<file path="config.mk">
export PLATFORM = sky130hd
export DESIGN_NAME = mips_run_controller_flat
export DESIGN_NICKNAME = d
export VERILOG_FILES = /design/src/rtl/mips_run_pkg.sv /design/src/rtl/mips_run_controller_if.sv /design/src/rtl/run_cycle_counter.sv /design/src/rtl/mips_run_controller.sv /design/src/flat_wrapper.sv
export SDC_FILE = /design/constraint.sdc
export NUM_CORES = 1
export LEC_CHECK = 0
export BUFFER_PORTS_ARGS = -buffer_cell sky130_fd_sc_hd__buf_2
export CORE_ASPECT_RATIO = 1.2
export CORE_MARGIN = 2
export CORE_UTILIZATION = 40
export DETAILED_ROUTE_END_ITERATION = 16
export HOLD_SLACK_MARGIN = 0.06
export PLACE_DENSITY = 0.68
export SYNTH_ARGS = -nofsm -noshare
export SYNTH_HDL_FRONTEND = slang
export SYNTH_SLANG_ARGS = --single-unit
</file>
<file path="constraint.sdc">
create_clock -name clk -period 4.7 [get_ports clk]
set_input_delay 0.705 -clock clk [delete_from_list [all_inputs] [get_ports clk]]
set_output_delay 0.705 -clock clk [all_outputs]
set_load 0.01 [all_outputs]
</file>
<file path="src/rtl/mips_run_pkg.sv">
// rtl/mips_run_pkg.sv - shared types, constants and helpers for the run/dump controller
// Contents:
//   run_state_t     controller state encoding
//   DEF_DUMP_ADDRS  default packed dump address list (entry 0 in the low bits)
//   dump_addr_at()  extracts one entry from a packed address list
package mips_run_pkg;

  typedef enum logic [2:0] {
    S_IDLE     = 3'd0,
    S_RST      = 3'd1,
    S_RUN      = 3'd2,
    S_DUMP_RD  = 3'd3,
    S_DUMP_OUT = 3'd4,
    S_DONE     = 3'd5
  } run_state_t;

  localparam logic [23:0] DEF_DUMP_ADDRS = {8'd16, 8'd4, 8'd1};

  // Widest list / address the helper can handle; callers zero-extend into it.
  localparam int MAX_LIST_W = 1024;
  localparam int MAX_ADDR_W = 32;

  function automatic logic [MAX_ADDR_W-1:0] dump_addr_at(
    input logic [MAX_LIST_W-1:0] list,
    input int                    addr_w,
    input int                    i
  );
    logic [MAX_LIST_W-1:0] shifted;
    logic [MAX_ADDR_W-1:0] mask;
    shifted = list >> (i * addr_w);
    // For addr_w == MAX_ADDR_W the shift wraps to 0 and the subtract gives all-ones.
    mask = (MAX_ADDR_W'(1) << addr_w) - MAX_ADDR_W'(1);
    return shifted[MAX_ADDR_W-1:0] & mask;
  endfunction

endpackage

</file>
<file path="src/rtl/mips_run_controller_if.sv">
// rtl/mips_run_controller_if.sv - data-memory read port and dump stream bundle
// Signals:
//   dmem_rd_en / dmem_rd_addr  read request from the controller
//   dmem_rd_data               read data from the data memory
//   dump_valid / dump_ready    dump stream handshake
//   dump_addr / dump_data      dump word and the address it came from
// Modports: master = controller side, slave = memory/consumer side.
interface mips_run_controller_if #(
  parameter int DATA_W = 32,
  parameter int ADDR_W = 8
);
  logic              dmem_rd_en;
  logic [ADDR_W-1:0] dmem_rd_addr;
  logic [DATA_W-1:0] dmem_rd_data;
  logic              dump_valid;
  logic              dump_ready;
  logic [ADDR_W-1:0] dump_addr;
  logic [DATA_W-1:0] dump_data;

  modport master (
    output dmem_rd_en, dmem_rd_addr,
    input  dmem_rd_data,
    output dump_valid, dump_addr, dump_data,
    input  dump_ready
  );

  modport slave (
    input  dmem_rd_en, dmem_rd_addr,
    output dmem_rd_data,
    input  dump_valid, dump_addr, dump_data,
    output dump_ready
  );
endinterface

</file>
<file path="src/rtl/run_cycle_counter.sv">
// rtl/run_cycle_counter.sv - saturating run-cycle counter with timeout match
// Ports:
//   clk, resetn  clock, synchronous active-low reset
//   clr          zero the count (wins over en)
//   en           count this cycle; holds at all-ones
//   cnt          current count
//   term         cnt == TIMEOUT_CYCLES-1 (never when TIMEOUT_CYCLES == 0)
module run_cycle_counter #(
  parameter int CNT_W          = 32,
  parameter int TIMEOUT_CYCLES = 0
) (
  input  logic             clk,
  input  logic             resetn,
  input  logic             clr,
  input  logic             en,
  output logic [CNT_W-1:0] cnt,
  output logic             term
);
  localparam bit             TERM_EN  = (TIMEOUT_CYCLES != 0);
  localparam logic [CNT_W-1:0] TERM_VAL = CNT_W'(TIMEOUT_CYCLES - 1);

  always_ff @(posedge clk) begin
    if (!resetn) begin
      cnt <= '0;
    end else if (clr) begin
      cnt <= '0;
    end else if (en && (cnt != '1)) begin
      cnt <= cnt + 1'b1;
    end
  end

  assign term = TERM_EN && (cnt == TERM_VAL);
endmodule

</file>
<file path="src/rtl/mips_run_controller.sv">
// rtl/mips_run_controller.sv - CPU run controller and post-run data-memory dump engine
// Ports:
//   clk, pcclr   clock, synchronous active-low reset
//   start        begin a run (accepted in IDLE or DONE only)
//   cpu_fin      CPU finished flag, looked at only while running
//   cpu_rst_n    registered active-low reset to the CPU
//   bus          data-memory read port and dump stream (master side)
//   cycle_cnt    cycles spent running, frozen after the run
//   timeout      run ended by the cycle limit instead of cpu_fin
//   done         run and dump complete
module mips_run_controller
  import mips_run_pkg::*;
#(
  parameter int                         DATA_W         = 32,
  parameter int                         ADDR_W         = 8,
  parameter int                         NUM_DUMP       = 3,
  parameter logic [NUM_DUMP*ADDR_W-1:0] DUMP_ADDRS     = DEF_DUMP_ADDRS,
  parameter int                         CNT_W          = 32,
  parameter int                         TIMEOUT_CYCLES = 0
) (
  input  logic                    clk,
  input  logic                    pcclr,
  input  logic                    start,
  input  logic                    cpu_fin,
  output logic                    cpu_rst_n,
  mips_run_controller_if.master   bus,
  output logic [CNT_W-1:0]        cycle_cnt,
  output logic                    timeout,
  output logic                    done
);
  localparam int               IDX_W    = (NUM_DUMP > 1) ? $clog2(NUM_DUMP) : 1;
  localparam logic [IDX_W-1:0] LAST_IDX = IDX_W'(NUM_DUMP - 1);

  run_state_t        state;
  logic [IDX_W-1:0]  idx;
  logic [ADDR_W-1:0] cur_addr;
  logic [ADDR_W-1:0] next_addr;
  logic              cnt_clr;
  logic              cnt_en;
  logic              cnt_term;
  logic              start_ok;

  assign cur_addr  = ADDR_W'(dump_addr_at(MAX_LIST_W'(DUMP_ADDRS), ADDR_W, int'(idx)));
  assign next_addr = ADDR_W'(dump_addr_at(MAX_LIST_W'(DUMP_ADDRS), ADDR_W, int'(idx) + 1));

  // Counter is zeroed the moment a start is accepted, so it already reads 0 in RST.
  assign start_ok = start && ((state == S_IDLE) || (state == S_DONE));
  assign cnt_clr  = start_ok;
  assign cnt_en   = (state == S_RUN);

  run_cycle_counter #(
    .CNT_W          (CNT_W),
    .TIMEOUT_CYCLES (TIMEOUT_CYCLES)
  ) u_cnt (
    .clk    (clk),
    .resetn (pcclr),
    .clr    (cnt_clr),
    .en     (cnt_en),
    .cnt    (cycle_cnt),
    .term   (cnt_term)
  );

  always_ff @(posedge clk) begin
    if (!pcclr) begin
      state            <= S_IDLE;
      idx              <= '0;
      cpu_rst_n        <= 1'b0;
      bus.dmem_rd_en   <= 1'b0;
      bus.dmem_rd_addr <= '0;
      bus.dump_valid   <= 1'b0;
      bus.dump_addr    <= '0;
      bus.dump_data    <= '0;
      timeout          <= 1'b0;
      done             <= 1'b0;
    end else begin
      case (state)
        S_IDLE, S_DONE: begin
          if (start_ok) begin
            state     <= S_RST;
            cpu_rst_n <= 1'b0;
            idx       <= '0;
            timeout   <= 1'b0;
            done      <= 1'b0;
          end
        end
        S_RST: begin
          state     <= S_RUN;
          cpu_rst_n <= 1'b1;
        end
        S_RUN: begin
          // cpu_fin is checked first so a same-cycle timeout match leaves timeout low.
          if (cpu_fin || cnt_term) begin
            state            <= S_DUMP_RD;
            timeout          <= !cpu_fin;
            bus.dmem_rd_en   <= 1'b1;
            bus.dmem_rd_addr <= cur_addr;
          end
        end
        S_DUMP_RD: begin
          state          <= S_DUMP_OUT;
          bus.dmem_rd_en <= 1'b0;
          bus.dump_valid <= 1'b1;
          bus.dump_addr  <= cur_addr;
          bus.dump_data  <= bus.dmem_rd_data;
        end
        S_DUMP_OUT: begin
          // dump_valid is always high here, so ready alone completes the beat.
          if (bus.dump_ready) begin
            bus.dump_valid <= 1'b0;
            if (idx == LAST_IDX) begin
              state <= S_DONE;
              done  <= 1'b1;
            end else begin
              idx              <= idx + 1'b1;
              state            <= S_DUMP_RD;
              bus.dmem_rd_en   <= 1'b1;
              bus.dmem_rd_addr <= next_addr;
            end
          end
        end
        default: state <= S_IDLE;
      endcase
    end
  end
endmodule
</file>
<file path="src/flat_wrapper.sv">
// flat-port wrapper written by rule: the top's interface ports become plain ports
module mips_run_controller_flat import mips_run_pkg::*;
#(
  parameter int                         DATA_W         = 32,
  parameter int                         ADDR_W         = 8,
  parameter int                         NUM_DUMP       = 3,
  parameter logic [NUM_DUMP*ADDR_W-1:0] DUMP_ADDRS     = DEF_DUMP_ADDRS,
  parameter int                         CNT_W          = 32,
  parameter int                         TIMEOUT_CYCLES = 0
)
  (clk, pcclr, start, cpu_fin, cpu_rst_n, cycle_cnt, timeout, done, bus_dmem_rd_en, bus_dmem_rd_addr, bus_dmem_rd_data, bus_dump_valid, bus_dump_addr, bus_dump_data, bus_dump_ready);
  mips_run_controller_if #(.DATA_W(DATA_W), .ADDR_W(ADDR_W)) bus_i ();
  input  logic clk;
  input  logic pcclr;
  input  logic start;
  input  logic cpu_fin;
  output logic cpu_rst_n;
  output logic [CNT_W-1:0] cycle_cnt;
  output logic timeout;
  output logic done;
  output wire logic [$bits(bus_i.dmem_rd_en)-1:0] bus_dmem_rd_en;
  output wire logic [$bits(bus_i.dmem_rd_addr)-1:0] bus_dmem_rd_addr;
  input wire logic [$bits(bus_i.dmem_rd_data)-1:0] bus_dmem_rd_data;
  output wire logic [$bits(bus_i.dump_valid)-1:0] bus_dump_valid;
  output wire logic [$bits(bus_i.dump_addr)-1:0] bus_dump_addr;
  output wire logic [$bits(bus_i.dump_data)-1:0] bus_dump_data;
  input wire logic [$bits(bus_i.dump_ready)-1:0] bus_dump_ready;
  assign bus_dmem_rd_en = bus_i.dmem_rd_en;
  assign bus_dmem_rd_addr = bus_i.dmem_rd_addr;
  assign bus_i.dmem_rd_data = bus_dmem_rd_data;
  assign bus_dump_valid = bus_i.dump_valid;
  assign bus_dump_addr = bus_i.dump_addr;
  assign bus_dump_data = bus_i.dump_data;
  assign bus_i.dump_ready = bus_dump_ready;
  mips_run_controller #(.DATA_W(DATA_W), .ADDR_W(ADDR_W), .NUM_DUMP(NUM_DUMP), .DUMP_ADDRS(DUMP_ADDRS), .CNT_W(CNT_W), .TIMEOUT_CYCLES(TIMEOUT_CYCLES)) u_core (.clk(clk), .pcclr(pcclr), .start(start), .cpu_fin(cpu_fin), .cpu_rst_n(cpu_rst_n), .bus(bus_i), .cycle_cnt(cycle_cnt), .timeout(timeout), .done(done));
endmodule
</file>
==> results.yml <==
synthesis:
  syn_inst: 456
  avgSynthCellArea_um2: 8.33
  synth_cell_type_count: 56
  synth-edff-count: 0
  synth_flop_cell: "dfxtp_1"
  synthArstFlopShare: 0
  synth-seq-area-share: 0.422
  synth_area_mm2: 0.00380
  ys_ff_latch: 80
  ys_warn_count: 0
sta:
  finalCriticalPeriod_ns: 2.51
  fmax_ghz: 0.398
  tns_ns: 0
  worst_pin_slew_ns: 1.23
  setup-violations-final: 0
  rsz0062_at_grt: "false"
  hold_viol: 0
  fin_crit_sh: 0.534
  relSlewSlack: 0.181
  fin_worst_skew_ns: 0.00550
  drv_slew: 0
  whs_ns: 0.450
layout:
  area_growth_pct: 20.0
  num_antenna_cells: 0
  mostFrequentLayoutCell: "buf_2"
  layout-drive-gt1-share: 0.256
  ff_latch_area_mm2: 0.00160
  multi_input_area_mm2: 0.00201
  mostFrequentLayoutCells: "buf_2, nand2_1, dfxtp_1, a21boi_0, a21oi_1"
  fillCellCount: 922
  nets: 595
worst_hold_path:
  hp-class: "flip-flop to flip-flop"
  worstHoldPathCells: 2
global_route:
  grt_usage: 0.181
  grt_overflow: 0
  grt_pass1_vias: 3221
  grt_max_degree: 53
  grt_pass1_wl_um: 15300
  antenna_found_initial: 0
worst_setup_path:
  crit_path_end_kind: "flip-flop"
  required_ns: 4.98
  worstPathArrival_ns: 2.79
  ff2ff_path_depth: 5
  path_class: "flip-flop to flip-flop"
  cp-start-kind: "flip-flop"
  critical_path_peak_fanout: 18
flow_run:
  drv_cap: 0
clocking:
  cts_max_level: 3
  ctsHoldBuffers: 0
  root_buffer: "clkbuf_8"
  cts.sinks: 80
  clockBufferDepth: 2
  path_clk_slew_ns: 0.08
  clock_latency_ns: 0.36
  tritoncts: "yes"
  cts_resized: 0
  cts_setup_buffers: 0
  numCtsBuffers: 9
place:
  port_buffers: 111
  gp_routability_congestion: 0.823
  dp_hpwl_um: 6520
drt:
  drt_iter0_markers: 119
  drc_errors: 0
  wire_per_inst_um: 13.4
  num_vias: 3575
  wirelength_um: 9130
  ant_nets: 0
  drt_first_pass_iters: 5
  via_per_inst: 5.27
die:
  die_height_um: 111
  boundaryPins: 122
  die_w_um: 93.0
  core_mm2: 0.00913
  start_util: 0.416
  die-area_mm2: 0.0103
  row_count: 38
power_and_ir_drop:
  leakagePower_nw: 1.83
  p_per_area_mw_per_mm2: 356
  peakVddDrop_mv: 0.220
status:
  status: "finished clean"
-- state kept, by name, summed over array words and instances, names as in the netlist --
signal                   flops
u_core.bus.dmem_rd_addr      3
u_core.bus.dmem_rd_en        1
u_core.bus.dump_addr         3
u_core.bus.dump_data        32
u_core.bus.dump_valid        1
u_core.cpu_rst_n             1
u_core.done                  1
u_core.idx                   2
u_core.state                 3
u_core.timeout               1
u_core.u_cnt.cnt            32
-- worst paths after layout --
kind	start	end	slack (ns)
setup / recovery	u_core.state[1]$_SDFFE_PN0P_	u_core.u_cnt.cnt[21]$_SDFFE_PP0P_	2.19
hold reg to reg	u_core.bus.dmem_rd_en$_SDFFE_PN0P_	u_core.bus.dmem_rd_en$_SDFFE_PN0P_	0.45
setup reg to reg	u_core.state[1]$_SDFFE_PN0P_	u_core.u_cnt.cnt[21]$_SDFFE_PP0P_	2.19
hold / removal	u_core.bus.dmem_rd_en$_SDFFE_PN0P_	u_core.bus.dmem_rd_en$_SDFFE_PN0P_	0.45
-- cell type report --
type	count	share of cell area
multi-input combinational	344	0.440
clock inverter	5	0.0121
tap	120	0.0329
sequential	80	0.351
inverter	6	0.00494
timing repair buffer	113	0.125
clock buffer	11	0.0332
-- cell families after synthesis --
| logic type | count (synthesis) | synth area share |
|---|---|---|
| flops | 80 | 0.422 |
| other cells | 1 | 0.000987 |
| buf+inv | 41 | 0.0586 |
| simple gates | 211 | 0.290 |
| mux | 4 | 0.0105 |
| compound gates | 109 | 0.192 |
| fa+ha+maj | 4 | 0.0132 |
| xor+xnor | 6 | 0.0138 |
-- through the flow --
stage | cell area, um^2 | total power [mW] | util | std cells | setup slack, ns
3_5_place_dp | 4350 | 1.11 | 0.477 | 663 | 2.23
6_report | 4560 | 1.62 | 0.499 | 679 | 2.19
2_1_floorplan | 3830 | 1.02 | - | 465 | 2.71
3_3_place_gp | 4350 | 1.10 | 0.477 | 663 | 2.31
4_1_cts | 4560 | 1.64 | 0.499 | 679 | 2.21
5_1_grt | 4560 | 1.73 | 0.499 | 679 | 1.97
-- worst max-delay path, cell delays in order (launching register included) --
cell and delay [ns]:
dfxtp_1 0.58, or3b_1 0.65, nor3_4 0.34, nand3_2 0.19
or4_1 0.50, a21oi_1 0.17
-- synthesized netlist by cell type (all sizes together), types with 4 or more instances --
cell type	number	area [um^2]
or3	12	80.1
o31ai	13	97.6
clkbuf	16	60.1
o22ai	4	25.0
o21ai	14	70.1
a21boi	37	278
ha	4	50.1
and3	4	25.0
nor3	6	41.3
nor2b	6	37.5
a21oi	27	135
and2	6	37.5
nand2	100	375
dfxtp	80	1600
nand3	12	70.1
nor2	17	63.8
or4	12	90.1
xnor2	4	35.0
buf	19	140
nand4	13	81.3
mux2i	4	40.0
inv	6	22.5
-- where the power goes --
group	switching [mW]	total, mW	internal [mW]
Combinational	0.189	0.317	0.128
Sequential	0.0530	0.778	0.725
Clock	0.254	0.526	0.272
-- layer usage --
metal,up-vias,wire (um),global-route usage
met4,0,110,0.0696
li1,1796,-,-
met5,-,0,0
met3,9,670,0.0530
met1,1651,3960,0.231
met2,119,4390,0.286
No activity file was read; power rests on OpenSTA's default activity.
